### config.mk
export PLATFORM = sky130hd
export DESIGN_NAME = exp_align_pipe_flat
export DESIGN_NICKNAME = d
export VERILOG_FILES = /design/src/rtl/fp_addsub_pkg.sv /design/src/rtl/exp_align_pipe_if.sv /design/src/rtl/exp_align_pipe_shifter.sv /design/src/rtl/exp_align_pipe.sv /design/src/flat_wrapper.sv
export SDC_FILE = /design/constraint.sdc
export NUM_CORES = 1
export LEC_CHECK = 0
export CORE_ASPECT_RATIO = 1.75
export CORE_MARGIN = 1
export CORE_UTILIZATION = 58
export DETAILED_ROUTE_END_ITERATION = 10
export PLACE_DENSITY = 0.82
export SLEW_MARGIN = 30
export SYNTH_ARGS = -nofsm -noshare
export SYNTH_HDL_FRONTEND = slang
export SYNTH_SLANG_ARGS = --single-unit
### constraint.sdc
create_clock -name clk -period 5.1 [get_ports clk]
set_input_delay 0.51 -clock clk [delete_from_list [all_inputs] [get_ports clk]]
set_output_delay 0.51 -clock clk [all_outputs]
set_load 0.01 [all_outputs]
### src/rtl/fp_addsub_pkg.sv
// Shared types and sizing for the FP add/sub datapath.
package fp_addsub_pkg;

  localparam int DEF_EXP_WIDTH  = 8;
  localparam int DEF_MANT_WIDTH = 23;

  // The aligned significand is the hidden bit, the fraction, and then guard, round and sticky.
  function automatic int sig_w(input int mant_w);
    return mant_w + 4;
  endfunction

  typedef struct packed {
    logic                      sign;
    logic [DEF_EXP_WIDTH-1:0]  exp;
    logic [DEF_MANT_WIDTH-1:0] mant;
  } fp_unpacked_t;

  typedef enum logic [1:0] {A_GT, A_LT, A_EQ} align_cmp_e;

endpackage

### src/rtl/exp_align_pipe_if.sv
// Operand-in / aligned-out handshake bundle for exp_align_pipe.
interface exp_align_pipe_if
  import fp_addsub_pkg::*;
#(
  parameter int EXP_WIDTH  = DEF_EXP_WIDTH,
  parameter int MANT_WIDTH = DEF_MANT_WIDTH
);
  localparam int SIG_W = sig_w(MANT_WIDTH);

  logic                  in_valid;
  logic                  in_ready;
  logic                  sign_a, sign_b;
  logic [EXP_WIDTH-1:0]  exp_a, exp_b;
  logic [MANT_WIDTH-1:0] mant_a, mant_b;

  logic                  out_valid;
  logic                  out_ready;
  logic [EXP_WIDTH-1:0]  exp_big;
  logic                  sign_big, sign_small;
  logic [SIG_W-1:0]      sig_big, sig_small;
  logic                  swapped;
  logic                  a_greater, a_less, a_equal;

  modport slave (
    input  in_valid, sign_a, sign_b, exp_a, exp_b, mant_a, mant_b, out_ready,
    output in_ready, out_valid, exp_big, sign_big, sign_small, sig_big, sig_small,
           swapped, a_greater, a_less, a_equal
  );

  modport master (
    output in_valid, sign_a, sign_b, exp_a, exp_b, mant_a, mant_b, out_ready,
    input  in_ready, out_valid, exp_big, sign_big, sign_small, sig_big, sig_small,
           swapped, a_greater, a_less, a_equal
  );
endinterface

### src/rtl/exp_align_pipe_shifter.sv
// Combinational right shifter that folds every shifted-out bit into bit 0 (sticky).
module align_shifter #(
  parameter int W  = 27,
  parameter int SW = 8
) (
  input  logic [W-1:0]  din,
  input  logic [SW-1:0] shamt,
  output logic [W-1:0]  dout
);
  localparam logic [31:0] W_U = W;

  logic [W-1:0] lost_mask;

  // Shift, then OR the lost bits into the LSB; huge shifts collapse to a lone sticky bit.
  always_comb begin
    lost_mask = ~({W{1'b1}} << shamt);
    dout      = '0;
    if (32'(shamt) >= W_U) begin
      dout[0] = |din;
    end else begin
      dout    = din >> shamt;
      dout[0] = dout[0] | (|(din & lost_mask));
    end
  end
endmodule

### src/rtl/exp_align_pipe.sv
// Two-stage exponent compare and significand alignment front end for FP add/sub.
module exp_align_pipe
  import fp_addsub_pkg::*;
#(
  parameter int EXP_WIDTH  = DEF_EXP_WIDTH,
  parameter int MANT_WIDTH = DEF_MANT_WIDTH
) (
  input logic          clk,
  input logic          rst,
  exp_align_pipe_if.slave bus
);
  localparam int SIG_W  = sig_w(MANT_WIDTH);
  localparam int HW     = MANT_WIDTH + 1;
  localparam int KW     = EXP_WIDTH + HW;
  localparam int STAGES = 2;

  logic [STAGES:1] vld_pipe;
  logic            s1_load, s2_load;

  // Unpack: denormals use exponent 1 and no hidden bit.
  logic                 hid_a, hid_b;
  logic [EXP_WIDTH-1:0] eff_a, eff_b;
  logic [KW-1:0]        key_a, key_b;
  logic                 a_big;
  align_cmp_e           cmp;

  assign hid_a = |bus.exp_a;
  assign hid_b = |bus.exp_b;
  assign eff_a = hid_a ? bus.exp_a : EXP_WIDTH'(1);
  assign eff_b = hid_b ? bus.exp_b : EXP_WIDTH'(1);
  assign key_a = {eff_a, hid_a, bus.mant_a};
  assign key_b = {eff_b, hid_b, bus.mant_b};
  assign a_big = key_a >= key_b;
  assign cmp   = (key_a > key_b) ? A_GT : (key_a < key_b) ? A_LT : A_EQ;

  // Stage 2 frees up when empty or draining; stage 1 frees up when empty or moving on.
  assign s2_load      = !vld_pipe[2] || bus.out_ready;
  assign s1_load      = !vld_pipe[1] || s2_load;
  assign bus.in_ready = s1_load;
  assign bus.out_valid = vld_pipe[2];

  logic [EXP_WIDTH-1:0] s1_exp_big, s1_diff;
  logic [HW-1:0]        s1_sig_big, s1_sig_small;
  logic                 s1_sign_big, s1_sign_small, s1_swapped;
  align_cmp_e           s1_cmp;

  // Stage 1: swap so the larger magnitude is "big" and capture the exponent gap.
  always_ff @(posedge clk) begin
    if (rst) begin
      vld_pipe[1]   <= 1'b0;
      s1_exp_big    <= '0;
      s1_diff       <= '0;
      s1_sig_big    <= '0;
      s1_sig_small  <= '0;
      s1_sign_big   <= 1'b0;
      s1_sign_small <= 1'b0;
      s1_swapped    <= 1'b0;
      s1_cmp        <= A_EQ;
    end else if (s1_load) begin
      vld_pipe[1] <= bus.in_valid;
      if (bus.in_valid) begin
        s1_cmp     <= cmp;
        s1_swapped <= !a_big;
        if (a_big) begin
          s1_exp_big    <= eff_a;
          s1_diff       <= eff_a - eff_b;
          s1_sig_big    <= {hid_a, bus.mant_a};
          s1_sig_small  <= {hid_b, bus.mant_b};
          s1_sign_big   <= bus.sign_a;
          s1_sign_small <= bus.sign_b;
        end else begin
          s1_exp_big    <= eff_b;
          s1_diff       <= eff_b - eff_a;
          s1_sig_big    <= {hid_b, bus.mant_b};
          s1_sig_small  <= {hid_a, bus.mant_a};
          s1_sign_big   <= bus.sign_b;
          s1_sign_small <= bus.sign_a;
        end
      end
    end
  end

  logic [SIG_W-1:0] small_aligned;

  align_shifter #(.W(SIG_W), .SW(EXP_WIDTH)) u_shift (
    .din   ({s1_sig_small, 3'b000}),
    .shamt (s1_diff),
    .dout  (small_aligned)
  );

  // Stage 2: register aligned significands; hold everything while downstream stalls.
  always_ff @(posedge clk) begin
    if (rst) begin
      vld_pipe[2]    <= 1'b0;
      bus.exp_big    <= '0;
      bus.sign_big   <= 1'b0;
      bus.sign_small <= 1'b0;
      bus.sig_big    <= '0;
      bus.sig_small  <= '0;
      bus.swapped    <= 1'b0;
      bus.a_greater  <= 1'b0;
      bus.a_less     <= 1'b0;
      bus.a_equal    <= 1'b0;
    end else if (s2_load) begin
      vld_pipe[2] <= vld_pipe[1];
      if (vld_pipe[1]) begin
        bus.exp_big    <= s1_exp_big;
        bus.sign_big   <= s1_sign_big;
        bus.sign_small <= s1_sign_small;
        bus.sig_big    <= {s1_sig_big, 3'b000};
        bus.sig_small  <= small_aligned;
        bus.swapped    <= s1_swapped;
        bus.a_greater  <= (s1_cmp == A_GT);
        bus.a_less     <= (s1_cmp == A_LT);
        bus.a_equal    <= (s1_cmp == A_EQ);
      end
    end
  end
endmodule

### src/flat_wrapper.sv
// flat-port wrapper written by rule: the top's interface ports become plain ports
module exp_align_pipe_flat import fp_addsub_pkg::*;
#(
  parameter int EXP_WIDTH  = DEF_EXP_WIDTH,
  parameter int MANT_WIDTH = DEF_MANT_WIDTH
)
  (clk, rst, bus_in_valid, bus_sign_a, bus_sign_b, bus_exp_a, bus_exp_b, bus_mant_a, bus_mant_b, bus_out_ready, bus_in_ready, bus_out_valid, bus_exp_big, bus_sign_big, bus_sign_small, bus_sig_big, bus_sig_small, bus_swapped, bus_a_greater, bus_a_less, bus_a_equal);
  exp_align_pipe_if #(.EXP_WIDTH(EXP_WIDTH), .MANT_WIDTH(MANT_WIDTH)) bus_i ();
  input logic clk;
  input logic rst;
  input wire logic [$bits(bus_i.in_valid)-1:0] bus_in_valid;
  input wire logic [$bits(bus_i.sign_a)-1:0] bus_sign_a;
  input wire logic [$bits(bus_i.sign_b)-1:0] bus_sign_b;
  input wire logic [$bits(bus_i.exp_a)-1:0] bus_exp_a;
  input wire logic [$bits(bus_i.exp_b)-1:0] bus_exp_b;
  input wire logic [$bits(bus_i.mant_a)-1:0] bus_mant_a;
  input wire logic [$bits(bus_i.mant_b)-1:0] bus_mant_b;
  input wire logic [$bits(bus_i.out_ready)-1:0] bus_out_ready;
  output wire logic [$bits(bus_i.in_ready)-1:0] bus_in_ready;
  output wire logic [$bits(bus_i.out_valid)-1:0] bus_out_valid;
  output wire logic [$bits(bus_i.exp_big)-1:0] bus_exp_big;
  output wire logic [$bits(bus_i.sign_big)-1:0] bus_sign_big;
  output wire logic [$bits(bus_i.sign_small)-1:0] bus_sign_small;
  output wire logic [$bits(bus_i.sig_big)-1:0] bus_sig_big;
  output wire logic [$bits(bus_i.sig_small)-1:0] bus_sig_small;
  output wire logic [$bits(bus_i.swapped)-1:0] bus_swapped;
  output wire logic [$bits(bus_i.a_greater)-1:0] bus_a_greater;
  output wire logic [$bits(bus_i.a_less)-1:0] bus_a_less;
  output wire logic [$bits(bus_i.a_equal)-1:0] bus_a_equal;
  assign bus_i.in_valid = bus_in_valid;
  assign bus_i.sign_a = bus_sign_a;
  assign bus_i.sign_b = bus_sign_b;
  assign bus_i.exp_a = bus_exp_a;
  assign bus_i.exp_b = bus_exp_b;
  assign bus_i.mant_a = bus_mant_a;
  assign bus_i.mant_b = bus_mant_b;
  assign bus_i.out_ready = bus_out_ready;
  assign bus_in_ready = bus_i.in_ready;
  assign bus_out_valid = bus_i.out_valid;
  assign bus_exp_big = bus_i.exp_big;
  assign bus_sign_big = bus_i.sign_big;
  assign bus_sign_small = bus_i.sign_small;
  assign bus_sig_big = bus_i.sig_big;
  assign bus_sig_small = bus_i.sig_small;
  assign bus_swapped = bus_i.swapped;
  assign bus_a_greater = bus_i.a_greater;
  assign bus_a_less = bus_i.a_less;
  assign bus_a_equal = bus_i.a_equal;
  exp_align_pipe #(.EXP_WIDTH(EXP_WIDTH), .MANT_WIDTH(MANT_WIDTH)) u_core (.clk(clk), .rst(rst), .bus(bus_i));
endmodule
==> impl_metrics.prom, run 1 <==
# TYPE chip_impl_metric gauge
chip_impl_info{name="outcome",value="finished clean"} 1
chip_impl_metric{name="route.final.wire_length",unit="µm"} 23500
chip_impl_metric{name="worst_slew_margin_rel",unit=""} 0.380
chip_impl_metric{name="grt_pass1_wl",unit="µm"} 38000
chip_impl_metric{name="synthesized_netlist_cell_count",unit=""} 1012
chip_impl_metric{name="vias",unit=""} 7778
chip_impl_metric{name="syn-mean-instance-area",unit="µm²"} 8.15
chip_impl_metric{name="period_share",unit=""} 0.801
chip_impl_metric{name="seq_power_share",unit=""} 0.377
chip_impl_metric{name="min_period",unit="ns"} 4.08
chip_impl_metric{name="maxCapViolCount",unit=""} 0
chip_impl_metric{name="worst_ep_required_time",unit="ns"} 5.39
chip_impl_metric{name="buffer_ports.inserted",unit=""} 134
chip_impl_metric{name="nNetsFinal",unit=""} 1196
chip_impl_metric{name="effective_utilization_at_floorplan",unit=""} 0.593
chip_impl_metric{name="library_cells_used_by_synthesis",unit=""} 57
chip_impl_info{name="clock_tree.root_cell",value="clkbuf_16"} 1
chip_impl_metric{name="antenna_found_initial",unit=""} 0
chip_impl_metric{name="hold_viol_final",unit=""} 0
chip_impl_metric{name="holdBufCountCts",unit=""} 0
chip_impl_info{name="commonest_non_fill_non_tap_cell_in_the_layout",value="dfxtp_1"} 1
chip_impl_metric{name="first_global_vias",unit=""} 7651
chip_impl_metric{name="cts-resized-gates",unit=""} 0
chip_impl_metric{name="cts_made_buffers",unit=""} 17
chip_impl_metric{name="ys_async_sr_fraction",unit=""} 0
chip_impl_metric{name="number_of_nets_still_failing_antenna_checks_after_routing",unit=""} 0
chip_impl_metric{name="post_synthesis_cell_area",unit="µm²"} 8250
chip_impl_metric{name="clockPowerShare",unit=""} 0.392
chip_impl_metric{name="fin_hold_ws",unit="ns"} 0.451
chip_impl_metric{name="syn_to_final_growth",unit="%"} 22.7
chip_impl_metric{name="drt_first_iter_violations",unit=""} 373
chip_impl_metric{name="detail_route.first_pass.iterations",unit=""} 6
chip_impl_info{name="endpoint_kind",value="flop"} 1
chip_impl_metric{name="p_int",unit="W"} 0.00215
chip_impl_metric{name="route.detailed.vias_per_inst",unit=""} 6.10
chip_impl_metric{name="power-per-cell-area",unit="nW/µm²"} 317
chip_impl_metric{name="setup_viol_count_final",unit=""} 0
chip_impl_metric{name="max_fanout_on_critical_path",unit=""} 19
chip_impl_metric{name="cts.sink_count",unit=""} 136
chip_impl_metric{name="ys_ff_latch",unit=""} 136
chip_impl_metric{name="num_antenna_cells",unit=""} 0
chip_impl_metric{name="i_o_pin_total",unit=""} 138
chip_impl_info{name="crit_family",value="simple AND/OR/NAND/NOR gates"} 1
chip_impl_metric{name="worst_pin_slew",unit="ns"} 0.930
chip_impl_info{name="cts_tree",value="done"} 1
chip_impl_metric{name="timing.critical_path.arrival",unit="ns"} 4.37
chip_impl_info{name="worstPathCellList",value="clkdlybuf4s50_1, or4_1, nor2_1, nor2_1, ha_1, nand4_1, nor3_1, a221oi_2, nand3_2, a21oi_4, buf_4, buf_4, mux2i_1, a211oi_1"} 1
chip_impl_metric{name="path_clk_slew",unit="ns"} 0.07
chip_impl_metric{name="grt_max_degree",unit=""} 88
chip_impl_metric{name="rows",unit=""} 57
chip_impl_metric{name="floorplan.die_area",unit="µm²"} 14700
chip_impl_metric{name="leakagePower",unit="nW"} 4.08
chip_impl_info{name="hold_path.class",value="flop to flop"} 1
chip_impl_metric{name="placeableCoreArea",unit="µm²"} 13900
chip_impl_info{name="critical_path.startpoint_type",value="primary input"} 1
chip_impl_info{name="rsz_0062_raised_after_global_routing",value="false"} 1
chip_impl_metric{name="fin_worst_skew",unit="ns"} 0.00994
chip_impl_metric{name="ctsLongestPathBuffers",unit=""} 2
chip_impl_metric{name="post_cts.repair.setup_buffers",unit=""} 0
chip_impl_metric{name="number_of_warnings_printed_during_yosys_synthesis",unit=""} 0
chip_impl_metric{name="power.share.combinational",unit=""} 0.231
chip_impl_info{name="critical_path_class",value="primary input to flop"} 1
chip_impl_metric{name="number_of_h_tree_branching_levels",unit=""} 4
chip_impl_metric{name="floorplan.die.width",unit="µm"} 92.2
chip_impl_metric{name="dieHeight",unit="µm"} 160
chip_impl_metric{name="fin_setup_tns",unit="ns"} 0
chip_impl_metric{name="maxSlewViolCount",unit=""} 0
chip_impl_metric{name="drc",unit=""} 0
chip_impl_metric{name="grt_usage",unit=""} 0.328
chip_impl_metric{name="clk-insertion-delay-late",unit="ns"} 0.44
chip_impl_metric{name="power.share.switching",unit=""} 0.330
chip_impl_info{name="worst_path_max_delay_cell",value="clkdlybuf4s50_1"} 1
chip_impl_metric{name="globalRoute.totalOverflow",unit=""} 0
chip_impl_metric{name="gp_routability_congestion",unit=""} 0.943
chip_impl_metric{name="cp_slowest_stage_delay",unit="ns"} 0.52
chip_impl_metric{name="net-switching-power",unit="W"} 0.00106
chip_impl_info{name="ys_dominant_reg_cell",value="dfxtp_1"} 1
chip_impl_metric{name="synth-edff-count",unit=""} 0
chip_impl_metric{name="sequential_area_share_after_synthesis",unit=""} 0.330
chip_impl_metric{name="detailed_place_hpwl",unit="µm"} 17000
chip_impl_metric{name="wire_per_inst",unit="µm"} 18.4
chip_impl_info{name="layout.cells.most_common_list",value="dfxtp_1 (135), clkdlybuf4s50_1 (133), nand2_1 (129)"} 1
chip_impl_metric{name="cp_num_buf_inv",unit=""} 3
chip_impl_metric{name="drive_gt1_frac",unit=""} 0.0819
chip_impl_metric{name="peakVddDrop",unit="mV"} 0.237
chip_impl_metric{name="max_clock_freq",unit="MHz"} 245
layout make-up:
cell class	instances	area, µm²
multi-input cells	733	4940
fillers	1115	3780
flip-flops and latches	136	2730
repair buffers	149	1450
clock buffers	17	425
well taps	177	221
inverters	49	184
clock inverters	15	175
power groups by stage:
stage,clock [W],sequential (W),combinational [W]
2_1_floorplan,0,0.00120,0.000524
3_3_place_gp,0,0.00123,0.000720
3_5_place_dp,0,0.00123,0.000731
4_1_cts,0.00127,0.00121,0.000737
5_1_grt,0.00132,0.00122,0.000805
6_report,0.00126,0.00121,0.000743
cell usage after synthesis (all sizes together), types with 8 or more instances:
| cell type | number | share of area |
|---|---|---|
| a211oi | 64 | 0.058 |
| a21o | 11 | 0.010 |
| a21oi | 84 | 0.051 |
| a222oi | 8 | 0.0097 |
| a22oi | 20 | 0.018 |
| a31oi | 9 | 0.0068 |
| buf | 25 | 0.020 |
| clkbuf | 71 | 0.032 |
| dfxtp | 136 | 0.33 |
| ha | 40 | 0.061 |
| inv | 49 | 0.022 |
| mux2 | 10 | 0.014 |
| mux2i | 65 | 0.079 |
| mux4 | 19 | 0.052 |
| nand2 | 129 | 0.059 |
| nand3 | 20 | 0.013 |
| nand4 | 11 | 0.010 |
| nor2 | 120 | 0.055 |
| nor3 | 13 | 0.0079 |
| nor4 | 9 | 0.0086 |
| o21ai | 34 | 0.021 |
through the flow:
step,total power [W],cell area (µm²),setup WS [ns],utilization,cells
floorplan,0.00172,8260,1.50,-,1014
global placement,0.00195,9520,0.740,0.684,1244
detailed placement,0.00196,9520,0.610,0.684,1244
global route,0.00335,10100,0.834,0.728,1276
CTS,0.00321,10100,1.03,0.728,1276
finish,0.00321,10100,1.02,0.728,1276
sequential cells by signal, summed over array words and instances, names as in the netlist:
register and flops:
u_core.bus.a_less 1, u_core.s1_diff 8, u_core.bus.swapped 1, u_core.bus.sig_small 27, u_core.s1_swapped 1, u_core.bus.sig_big 24
u_core.bus.a_greater 1, u_core.s1_sig_small 24, u_core.s1_sig_big 24, u_core.bus.out_valid 1, u_core.bus.a_equal 1, u_core.bus.exp_big 8
u_core.s1_cmp 2, u_core.s1_exp_big 8, u_core.s1_sign_big 1, u_core.vld_pipe 1, u_core.bus.sign_small 1, u_core.bus.sign_big 1
u_core.s1_sign_small 1
worst paths after layout:
check / startpoint / slack (ns) / cells past startpoint / endpoint
worst max-delay path: bus_exp_b[1] / 1.02 / 14 / u_core.s1_sig_small[3]$_SDFFE_PP0P_
worst min-delay path: u_core.bus.sig_small[2]$_SDFFE_PP0P_ / 0.45 / 2 / u_core.bus.sig_small[2]$_SDFFE_PP0P_
worst max register to register: u_core.s1_diff[1]$_SDFFE_PP0P_ / 2.45 / 7 / u_core.bus.sig_small[2]$_SDFFE_PP0P_
worst min register to register: u_core.bus.sig_small[2]$_SDFFE_PP0P_ / 0.45 / 2 / u_core.bus.sig_small[2]$_SDFFE_PP0P_
layer usage:
layer  GRT usage  routed length (µm)
met5           0                   0
met4       0.200                1220
met1       0.366                8910
met3      0.0410                 911
met2       0.582               12500
worst register-to-register path, stage by stage (launching register included):
cell     delay [ns]
dfxtp_1        0.86
buf_4          0.35
mux4_2         0.31
nand2_1        0.11
o21ai_0        0.15
mux2_2         0.33
a22oi_1        0.29
a21oi_1        0.11
cells by family (layout without fill, tap and decap cells):
group           count (synthesis)  after routing  synth area share
other cells                     1              3          0.000454
xor+xnor                        4              4           0.00425
flops                         136            136             0.330
compound gates                263            263             0.208
mux                            94             94             0.144
fa+ha+maj                      43             43            0.0667
buf+inv                       145            230            0.0746
simple gates                  326            326             0.172
No activity file was read; power rests on OpenSTA's default activity.
==> run 2, diff against run 1 <==
--- a/config.mk
+++ b/config.mk
@@ -7,9 +7,9 @@
 export LEC_CHECK = 0
 export CORE_ASPECT_RATIO = 1.75
 export CORE_MARGIN = 1
-export CORE_UTILIZATION = 58
+export CORE_UTILIZATION = 54
 export DETAILED_ROUTE_END_ITERATION = 10
-export PLACE_DENSITY = 0.82
+export PLACE_DENSITY = 0.77
 export SLEW_MARGIN = 30
 export SYNTH_ARGS = -nofsm -noshare
 export SYNTH_HDL_FRONTEND = slang
==> constraint.sdc (replaced) <==
create_clock -name clk -period 4.1 [get_ports clk]
set_input_delay 0.41 -clock clk [delete_from_list [all_inputs] [get_ports clk]]
set_output_delay 0.41 -clock clk [all_outputs]
set_load 0.01 [all_outputs]
==> run 2 against run 1 <==
Combinational power is 23% higher. Critical path depth stayed put. Worst hold slack worse by 0.00079 ns. Die area is 7.3% higher. Power is 25% higher. Count of clock-buffer cells in the layout stayed put. Clock power is 25% higher. Critical endpoint is now u_core.s1_sig_small[4]$_SDFFE_PP0P_. Largest cell class unchanged. Largest power group unchanged.
==> impl_metrics.prom, run 2 (synthesis results as in run 1) <==
# TYPE chip_impl_metric gauge
chip_impl_metric{name="drt_first_iter_violations",unit=""} 403
chip_impl_metric{name="peakVddDrop",unit="mV"} 0.316
chip_impl_metric{name="num_antenna_cells",unit=""} 0
chip_impl_metric{name="grt_pass1_wl",unit="µm"} 37100
chip_impl_info{name="worstPathCellList",value="clkdlybuf4s50_1, nor4_1, nand2_1, nand2b_1, ha_1, nand4_1, nor3_1, a221oi_2, nand3_2, a21oi_4, buf_12, buf_4, mux2i_1, a211oi_1"} 1
chip_impl_metric{name="power.share.combinational",unit=""} 0.228
chip_impl_metric{name="hold_viol_final",unit=""} 0
chip_impl_metric{name="worst_slew_margin_rel",unit=""} 0.388
chip_impl_info{name="worst_path_max_delay_cell",value="nor4_1"} 1
chip_impl_info{name="crit_family",value="simple AND/OR/NAND/NOR gates"} 1
chip_impl_metric{name="cp_slowest_stage_delay",unit="ns"} 0.50
chip_impl_metric{name="post-route-cell-area",unit="µm²"} 10200
chip_impl_metric{name="first_global_vias",unit=""} 7522
chip_impl_metric{name="gp_routability_congestion",unit=""} 0.949
chip_impl_info{name="top_register",value="u_core.bus.sig_small"} 1
chip_impl_metric{name="path_clk_slew",unit="ns"} 0.07
chip_impl_info{name="clock_tree.root_cell",value="clkbuf_16"} 1
chip_impl_metric{name="clockPowerShare",unit=""} 0.392
chip_impl_metric{name="floorplan.die.width",unit="µm"} 95.4
chip_impl_metric{name="nNetsFinal",unit=""} 1205
chip_impl_info{name="outcome",value="finished clean"} 1
chip_impl_metric{name="placeableCoreArea",unit="µm²"} 14900
chip_impl_metric{name="maxSlewViolCount",unit=""} 0
chip_impl_info{name="commonest_non_fill_non_tap_cell_in_the_layout",value="dfxtp_1"} 1
chip_impl_metric{name="leakagePower",unit="nW"} 4.13
chip_impl_metric{name="i_o_pin_total",unit=""} 138
chip_impl_info{name="critical_path_class",value="primary input to flop"} 1
chip_impl_metric{name="floorplan.die_area",unit="µm²"} 15800
chip_impl_metric{name="drc",unit=""} 0
chip_impl_metric{name="cp_num_buf_inv",unit=""} 3
chip_impl_metric{name="grt_usage",unit=""} 0.305
chip_impl_metric{name="detail_route.first_pass.iterations",unit=""} 5
chip_impl_info{name="layout.cells.most_common_list",value="dfxtp_1 (135), clkdlybuf4s50_1 (133), nand2_1 (129)"} 1
chip_impl_metric{name="grt_max_degree",unit=""} 85
chip_impl_metric{name="timing.critical_path.arrival",unit="ns"} 3.89
chip_impl_metric{name="seq_power_share",unit=""} 0.380
chip_impl_metric{name="number_of_h_tree_branching_levels",unit=""} 4
chip_impl_metric{name="post-route-util",unit=""} 0.685
chip_impl_metric{name="placement.cell_area",unit="µm²"} 9610
chip_impl_metric{name="cts.sink_count",unit=""} 136
chip_impl_metric{name="drive_gt1_frac",unit=""} 0.0894
chip_impl_metric{name="largest_register_ff_count",unit=""} 27
chip_impl_metric{name="net-switching-power",unit="W"} 0.00132
chip_impl_info{name="endpoint_kind",value="flop"} 1
chip_impl_metric{name="wire_per_inst",unit="µm"} 18.0
chip_impl_metric{name="cts_made_buffers",unit=""} 17
chip_impl_metric{name="rows",unit=""} 59
chip_impl_info{name="critical_path.startpoint_type",value="primary input"} 1
chip_impl_metric{name="worst_pin_slew",unit="ns"} 0.916
chip_impl_metric{name="max_fanout_on_critical_path",unit=""} 37
chip_impl_metric{name="antenna_found_initial",unit=""} 0
chip_impl_metric{name="holdBufCountCts",unit=""} 0
chip_impl_metric{name="p_int",unit="W"} 0.00269
chip_impl_info{name="hold_path.class",value="flop to flop"} 1
chip_impl_info{name="cts_tree",value="done"} 1
chip_impl_metric{name="buffer_ports.inserted",unit=""} 134
chip_impl_metric{name="period_share",unit=""} 0.884
chip_impl_metric{name="min_period",unit="ns"} 3.62
chip_impl_metric{name="power-per-cell-area",unit="nW/µm²"} 392
chip_impl_metric{name="globalRoute.totalOverflow",unit=""} 0
chip_impl_metric{name="post_cts.repair.setup_buffers",unit=""} 0
chip_impl_metric{name="clk-insertion-delay-late",unit="ns"} 0.43
chip_impl_metric{name="vias",unit=""} 7806
chip_impl_metric{name="cts-resized-gates",unit=""} 0
chip_impl_metric{name="maxCapViolCount",unit=""} 0
chip_impl_metric{name="route.final.wire_length",unit="µm"} 23300
chip_impl_metric{name="fin_setup_tns",unit="ns"} 0
chip_impl_metric{name="effective_utilization_at_floorplan",unit=""} 0.553
chip_impl_metric{name="setup_viol_count_final",unit=""} 0
chip_impl_metric{name="detailed_place_hpwl",unit="µm"} 16900
chip_impl_metric{name="max_clock_freq",unit="MHz"} 276
chip_impl_info{name="rsz_0062_raised_after_global_routing",value="false"} 1
chip_impl_metric{name="setup.reg_to_reg.worst_slack",unit="ns"} 1.34
chip_impl_metric{name="worst_ep_required_time",unit="ns"} 4.37
chip_impl_metric{name="number_of_nets_still_failing_antenna_checks_after_routing",unit=""} 0
chip_impl_metric{name="fill_cells",unit=""} 1243
chip_impl_metric{name="syn_to_final_growth",unit="%"} 23.9
chip_impl_metric{name="route.detailed.vias_per_inst",unit=""} 6.05
chip_impl_metric{name="dieHeight",unit="µm"} 166
chip_impl_metric{name="fin_worst_skew",unit="ns"} 0.0108
chip_impl_metric{name="power.share.switching",unit=""} 0.329
chip_impl_metric{name="ctsLongestPathBuffers",unit=""} 2
[run 2: worst paths after layout]
| check | startpoint | end | cells past startpoint |
|---|---|---|---|
| min | u_core.bus.a_less$_SDFFE_PP0P_ | u_core.bus.a_less$_SDFFE_PP0P_ | 2 |
| min reg2reg | u_core.bus.a_less$_SDFFE_PP0P_ | u_core.bus.a_less$_SDFFE_PP0P_ | 2 |
| max reg2reg | u_core.s1_diff[1]$_SDFFE_PP0P_ | u_core.bus.sig_small[2]$_SDFFE_PP0P_ | 8 |
| max | bus_exp_a[6] | u_core.s1_sig_small[4]$_SDFFE_PP0P_ | 14 |
[run 2: stage by stage]
step | instances | setup slack [ns] | power (W) | hold slack (ns)
after floorplan | 1014 | 0.599 | 0.00214 | 0.432
after global placement | 1259 | 0.208 | 0.00243 | 0.438
after detailed placement | 1259 | 0.107 | 0.00245 | 0.444
after CTS | 1291 | 0.515 | 0.00401 | 0.451
after global routing | 1291 | 0.224 | 0.00417 | 0.472
final | 1291 | 0.477 | 0.00401 | 0.451
[run 2: power by group through the flow]
stage | logic (W) | registers [W] | clock network [W]
3_3_place_gp | 0.000890 | 0.00154 | 0
3_5_place_dp | 0.000903 | 0.00154 | 0
2_1_floorplan | 0.000652 | 0.00149 | 0
5_1_grt | 0.000998 | 0.00153 | 0.00164
4_1_cts | 0.000910 | 0.00152 | 0.00158
6_report | 0.000914 | 0.00152 | 0.00157
[run 2: layer usage]
metal | share of wire | wire [µm] | track usage | vias up
met2 | 0.52 | 12100 | 0.538 | 261
met1 | 0.39 | 9140 | 0.342 | 3679
li1 | - | - | - | 3784
met3 | 0.038 | 874 | 0.0476 | 82
met5 | 0 | 0 | 0 | -
met4 | 0.050 | 1170 | 0.171 | 0
[run 2: layout make-up]
| cell class | instances | area (µm²) | area share |
|---|---|---|---|
| multi-input combinational | 733 | 4940 | 0.484 |
| sequential | 136 | 2730 | 0.267 |
| timing repair buffer | 158 | 1530 | 0.150 |
| clock buffer | 17 | 425 | 0.0416 |
| tap | 183 | 229 | 0.0224 |
| inverter | 49 | 184 | 0.0180 |
| clock inverter | 15 | 181 | 0.0177 |
[run 2: worst register-to-register path, delay by kind of cell, from the launching register on]
kind / cells / cell delay [ns]
compound gates: 5 / 1.01
buf+inv: 1 / 0.34
flops: 1 / 0.85
mux: 1 / 0.37
simple gates: 1 / 0.06
